### src/rtl/b_load_ctrl.sv
// -----------------------------------------------------------------------------
// b_load_ctrl
//   Clock-B consumer stage of a multi-cycle-path crossing. When the B-side
//   valid FSM reports bvalid, this block samples the A-domain data bus, which
//   A holds stable. It pulses bload back to that FSM and toggles b_ack as the
//   acknowledge to the A domain. Each captured word is pushed into a small
//   first-word-fall-through FIFO, which is read through a valid/ready port.
//
// Ports
//   clk_b       in   clock B, all logic on posedge
//   rst_b       in   synchronous reset, active-high
//   bvalid      in   adata is stable and may be sampled
//   adata       in   [DW-1:0] A-domain data bus
//   bload       out  one-cycle load strobe (word captured this cycle)
//   b_ack       out  acknowledge toggle, flips once per captured word
//   dout        out  [DW-1:0] FIFO head word
//   dout_valid  out  FIFO non-empty
//   dout_ready  in   consumer accepts dout when dout_valid & dout_ready
//   fifo_cnt    out  [CW-1:0] FIFO occupancy, 0..DEPTH
// -----------------------------------------------------------------------------
module b_load_ctrl #(
    parameter int DW    = 8,
    parameter int DEPTH = 4,
    localparam int CW   = $clog2(DEPTH) + 1
) (
    input  logic          clk_b,
    input  logic          rst_b,
    input  logic          bvalid,
    input  logic [DW-1:0] adata,
    output logic          bload,
    output logic          b_ack,
    output logic [DW-1:0] dout,
    output logic          dout_valid,
    input  logic          dout_ready,
    output logic [CW-1:0] fifo_cnt
);

    localparam int AW = $clog2(DEPTH);

    typedef enum logic [1:0] {
        IDLE  = 2'd0,
        LOAD  = 2'd1,
        WDROP = 2'd2
    } state_t;

    state_t        state_q, state_d;
    logic [AW-1:0] wr_ptr_q, wr_ptr_d;
    logic [AW-1:0] rd_ptr_q, rd_ptr_d;
    logic [CW-1:0] cnt_q, cnt_d;
    logic          b_ack_q, b_ack_d;
    logic          push;
    logic          pop;

    // FIFO storage carries data only, so it is not reset.
    logic [DW-1:0] mem [DEPTH];

    always_comb begin
        state_d  = state_q;
        wr_ptr_d = wr_ptr_q;
        rd_ptr_d = rd_ptr_q;
        cnt_d    = cnt_q;
        b_ack_d  = b_ack_q;
        push     = (state_q == LOAD);
        pop      = (cnt_q != '0) && dout_ready;

        case (state_q)
            // The space check is made here only. Between this point and the
            // LOAD write no other push can occur, and pops only free space,
            // so the write cannot overflow.
            IDLE:    if (bvalid && (cnt_q < CW'(DEPTH))) state_d = LOAD;
            LOAD:    state_d = WDROP;
            // Hold here until the B-side FSM has left READY, so a word that
            // is still presented is not captured a second time.
            WDROP:   if (!bvalid) state_d = IDLE;
            default: state_d = IDLE;
        endcase

        if (push) begin
            wr_ptr_d = wr_ptr_q + AW'(1);
            b_ack_d  = ~b_ack_q;
        end
        if (pop) begin
            rd_ptr_d = rd_ptr_q + AW'(1);
        end

        // A simultaneous push and pop leaves the occupancy unchanged.
        case ({push, pop})
            2'b10:   cnt_d = cnt_q + CW'(1);
            2'b01:   cnt_d = cnt_q - CW'(1);
            default: cnt_d = cnt_q;
        endcase
    end

    always_ff @(posedge clk_b) begin
        if (rst_b) begin
            state_q  <= IDLE;
            wr_ptr_q <= '0;
            rd_ptr_q <= '0;
            cnt_q    <= '0;
            b_ack_q  <= 1'b0;
        end else begin
            state_q  <= state_d;
            wr_ptr_q <= wr_ptr_d;
            rd_ptr_q <= rd_ptr_d;
            cnt_q    <= cnt_d;
            b_ack_q  <= b_ack_d;
        end
    end

    // Reset suppresses the write of a load that is in flight.
    always_ff @(posedge clk_b) begin
        if (!rst_b && push) begin
            mem[wr_ptr_q] <= adata;
        end
    end

    assign bload      = (state_q == LOAD);
    assign b_ack      = b_ack_q;
    assign dout       = mem[rd_ptr_q];
    assign dout_valid = (cnt_q != '0);
    assign fifo_cnt   = cnt_q;

endmodule

### config.mk
export PLATFORM = sky130hd
export DESIGN_NAME = b_load_ctrl
export DESIGN_NICKNAME = d
export VERILOG_FILES = /design/src/rtl/b_load_ctrl.sv
export SDC_FILE = /design/constraint.sdc
export NUM_CORES = 1
export LEC_CHECK = 0
export ABC_AREA = 0
export CAP_MARGIN = 20
export CELL_PAD_IN_SITES_DETAIL_PLACEMENT = 1
export CELL_PAD_IN_SITES_GLOBAL_PLACEMENT = 2
export CORE_MARGIN = 3
export CORE_UTILIZATION = 38
export DETAILED_ROUTE_END_ITERATION = 8
export PLACE_DENSITY = 0.78
export SLEW_MARGIN = 20
export SYNTH_ARGS = -nofsm -noshare
export SYNTH_HDL_FRONTEND = slang
export SYNTH_SLANG_ARGS = --single-unit
### constraint.sdc
create_clock -name clk_b -period 2.1 [get_ports clk_b]
set_input_delay 0.315 -clock clk_b [delete_from_list [all_inputs] [get_ports clk_b]]
set_output_delay 0.315 -clock clk_b [all_outputs]
set_load 0.01 [all_outputs]
==> Yosys cells after proc, flatten, opt, wreduce, memory -nomap -nowiden <==
Memories as Yosys holds them, arrays and structs flattened. A register that Yosys moved wholly into a read port is not among the register bits.
Cells that the tools add are included.
{ "op_classes": {"add_sub_neg": 4, "n_lt_le_gt_ge": 1, "eq_ne": 6, "mux": 8, "bitwise": 1, "reduce_logical": 8} }
{ "op_table": {"columns": ["operator", "count"], "rows": [
  ["$mux W2", 4],
  ["$pmux W2 S3", 1],
  ["$pmux W3 S2", 1],
  ["$add A2 B1 Y2 const B", 2],
  ["$eq A2 B1 Y1 const B", 2],
  ["$eq A2 B2 Y1 const B", 2],
  ["$ne A2 B2 Y1 const B", 2],
  ["$add A3 B1 Y3 const B", 1],
  ["$logic_and A1 B1 Y1", 3],
  ["$lt A3 B3 Y1 const B", 1],
  ["$reduce_bool A3 Y1", 1],
  ["$sub A3 B1 Y3 const B", 1],
  ["$logic_not A2 Y1", 1],
  ["$mux W1", 2],
  ["$reduce_and A2 Y1", 1],
  ["$reduce_bool A2 Y1", 1],
  ["$logic_not A1 Y1", 1],
  ["$not A1 Y1", 1]
]} }
{ "totals": {"ff_bits": 10, "mem_bits_rw": 32, "elab_cells": 34, "memories": 1} }
{ "memory_table": {"columns": ["memory", "words", "width", "read_ports", "rd_ports_with_merged_regs", "write_ports", "line_no", "text"], "rows": [
  ["mem", 4, 8, 1, 1, 1, "55", "logic [DW-1:0] mem [DEPTH];"]
]} }

==> Longest topological paths before layout <==
{ "logic_depth": {"ltp_word": 4, "mapped_depth": 7, "depth_no_buf": 7} }

==> Worst setup path before layout <==
Ideal clock, no wire load.
{ "synth_timing": {"kind": "reg-to-reg", "startpoint": "reg cnt_q[0], in the netlist fifo_cnt[0]", "endpoint": "reg cnt_q[2], in the netlist fifo_cnt[2]", "setup_ns": 0.071, "arrival_time_ns": 1.801, "required_ns": 2.029, "path_slack_ns": 0.228, "path_stages_with_launch": 8, "path_buffers": 0, "synth_period_minus_slack_ns": 1.872, "path_cell_list": "dfxtp_1 o31a_2 ha_1 inv_1 fa_1 xor2_1 or3_1 a21oi_1"} }
{ "synth_between": {"elab_chain_cells": 4, "word_cells_on_any_way": 8, "classes_between": "add/sub (2); eq/ne (2); mux (1); reduce/logical (3)"} }
{ "synth_rtl": {"columns": ["item", "line_no", "text"], "rows": [
  ["from (decl)", "49", "logic [CW-1:0] cnt_q, cnt_d;"],
  ["from (signal assigned)", "105", "cnt_q <= cnt_d;"],
  ["$reduce_bool A3 Y1 (*)", "64", "pop = (cnt_q != '0) && dout_ready;"],
  ["$logic_and A1 B1 Y1 (*)", "64", null],
  ["via pop", "52", "logic pop;"],
  ["$eq A2 B1 Y1 or $eq A2 B2 Y1 (tied branches)", "87", "case ({push, pop})"],
  ["$pmux W3 S2 or $reduce_bool A2 Y1 (tied branches)", null, null]
]} }
Mark *: on every way through the listed nets, which the timed path passes. The rest lies on a longest branch.
A chain may end at the register's enable or synchronous reset.

==> Worst setup path after layout <==
{ "layout_timing": {"startpoint": "in dout_ready", "endpoint": "reg cnt_q[2], in the netlist fifo_cnt[2]"} }
{ "layout_between": {"elab_chain_cells": 3, "word_cells_on_any_way": 5, "classes_between": "eq/ne (2); mux (1); reduce/logical (2)"} }
{ "layout_rtl": {"columns": ["item", "line_no", "text"], "rows": [
  ["from (decl)", "34", "input logic dout_ready,"],
  ["$logic_and A1 B1 Y1 (*)", "64", null],
  ["via pop", "52", null],
  ["$eq A2 B1 Y1 or $eq A2 B2 Y1 (tied branches)", "87", null],
  ["$pmux W3 S2 or $reduce_bool A2 Y1 (tied branches)", null, null]
]} }
Marks and branches as above.

==> reports/metrics.csv <==
metric;value;unit
yosys_warnings;0;
cp.required;2.32;ns
p_leak;0.745;nW
maxCapViolations;0;
synth.mux.area_fraction;0.104;
critPathMaxFanout;2;
core-area;4200;µm²
synthDistinctLibCells;24;
period_needed;1.98;ns
dr.first_iter.drc_count;126;
total_power;2.12;mW
dp_hpwl;2.28;mm
worst_pin_slew;0.514;ns
die_h;73.5;µm
power.density;985;nW/µm²
vias_per_cell;4.94;
synth.avg_cell_area;17.2;µm²
die_w;73.5;µm
clkTransAtPathRegs;0.08;ns
synthAdderAreaFrac;0.0477;
rsz0062_at_grt;no;
crit_path_start_kind;input port;
vias;924;
skew;0.00324;ns
cts_setup_buffers;0;
holdBufCountCts;0;
htree_levels;2;
synth_top_family_by_area;multiplexers;
synthTopCellsByArea;edfxtp_1, dfxtp_1, mux4_2, ha_1, nor2_1;
grt_first_pass_wirelength;5.02;mm
synth-seq-cells;44;
drc;0;
final_nets;154;
ir_worst_vdd;0.335;mV
grt_pass1_vias;1013;
hp-class;register to register;
fin_setup_tns;0;ns
die-area;5410;µm²
status;finished clean;
setup_viol;0;
syn-cell-area;1730;µm²
slew_headroom;0.657;
drt-total-wl;3.06;mm
worstSetupPathType;input port to register;
post-route-util;0.512;
synth_top_area_share;0.555;
synth.net_count;119;
drive_gt1_frac;0.175;
synth_xor_area_frac;0.0347;
area_growth_syn_to_layout;24.2;%
dr.pass1.iters;4;
grt_max_degree;14;
regToRegSetupSlack;0.13;ns
cts_root_buf;clkbuf_8;
insertedDiodeCount;0;
syn_inst;101;
synth_compound_area_frac;0.0296;
clk_latency;0.28;ns
row_count;23;
ioPinCount;26;
fin_ws;0.122;ns
post-place-ws;-0.183;ns
cp.arrival;2.20;ns
drt-wirelength-per-cell;16.4;µm
ant_nets;0;
clock_sinks;44;
hold_ws;0.450;ns
critPathCaptureType;register;
place_congestion;0.677;
timing.final.crit_share;0.942;
yosys.area_share.simple;0.0664;
antenna_found_initial;0;
overflow;0;
clockBufferDepth;2;
start_util;0.412;
grt_util_all_layers;0.129;
cts_tree;built;
portBuffers;25;
fmaxAchievable;505;MHz
cts_buffers;5;
synth_top_area_cell;edfxtp_1;
drv_slew;0;
hold_viol;0;
synth.yosys.seq_area_share;0.693;
sequential cells by signal, indices dropped and copies added, names as in the netlist, named ones only:
| register | count |
|---|---|
| mem | 32 |
| rd_ptr_q | 2 |
| state_q | 2 |
| wr_ptr_q | 2 |
| fifo_cnt | 3 |
| b_ack | 1 |
power by group:
group	internal [mW]	switching, mW
logic	0.336	0.239
registers	0.989	0.0636
clock network	0.230	0.263
total	1.55	0.566
final cells by class:
type / instances / area [µm²]
flip-flops and latches: 44 / 1200
fillers: 413 / 2050
repair buffers: 31 / 293
multi-input cells: 48 / 489
well taps: 50 / 62.6
inverters: 6 / 22.5
clock inverters: 2 / 11.3
clock buffers: 6 / 72.6
per-layer routing:
metal | global-route usage | vias to the layer above | part of all wire
met2 | 0.216 | 20 | 0.53
met4 | 0.0423 | 0 | 0.011
li1 | - | 440 | -
met1 | 0.160 | 459 | 0.42
met5 | 0 | - | 0
met3 | 0.0397 | 5 | 0.041
worst paths after layout:
path	end	cells past startpoint	startpoint
max	fifo_cnt[2]	8	dout_ready
min	state_q[0]	1	state_q[1]
min reg2reg	state_q[0]	1	state_q[1]
max reg2reg	fifo_cnt[2]	7	fifo_cnt[2]
cell usage in the layout (no fill, tap or decap), types with 3 or more instances in the layout:
cell type / count
a21oi_1: 4
and2_1: 4
buf_4: 6
clkbuf_8: 5
clkdlybuf4s50_1: 17
dfxtp_1: 12
dlygate4sd2_1: 6
edfxtp_1: 32
ha_1: 5
inv_1: 6
mux4_2: 8
nor2_1: 9
xor2_1: 3
critical path: stages:
cell and delay [ns]:
clkdlybuf4s50_1 0.49, o31a_2 0.16, ha_1 0.16, inv_1 0.06
fa_1 0.38, xor2_1 0.16, or3_1 0.31, a21oi_1 0.15
repair_timing:
action / 4_1_cts / 5_1_grt
endpoints found under the setup margin: 6 / 2
pin swaps: 0 / 0
gates resized for setup: 6 / 2
per-stage QoR:
| step | area, µm² | std cells |
|---|---|---|
| 2_1_floorplan | 1730 | 101 |
| 3_3_place_gp | 2070 | 179 |
| 3_5_place_dp | 2070 | 179 |
| 4_1_cts | 2150 | 187 |
| 5_1_grt | 2150 | 187 |
| 6_report | 2150 | 187 |
cells by family after synthesis:
family / Yosys count
AO/OA/AOI/OAI: 7
XOR/XNOR: 6
adder cells (fa/ha/maj): 6
buffers and inverters: 9
flip-flops: 44
multiplexers: 8
AND/OR/NAND/NOR: 21
cell usage after synthesis, drive strengths merged:
library cell	number
nand3b	1
xnor2	3
o21ai	1
a21oi	4
o311ai	1
mux4	8
edfxtp	32
inv	6
xor2	3
or3	2
ha	5
clkbuf	2
fa	1
nor4b	1
or2	1
o31a	1
and2	4
buf	1
dfxtp	12
nand2b	1
nand2	2
nor2	9
(Power assumes the default switching activity.)
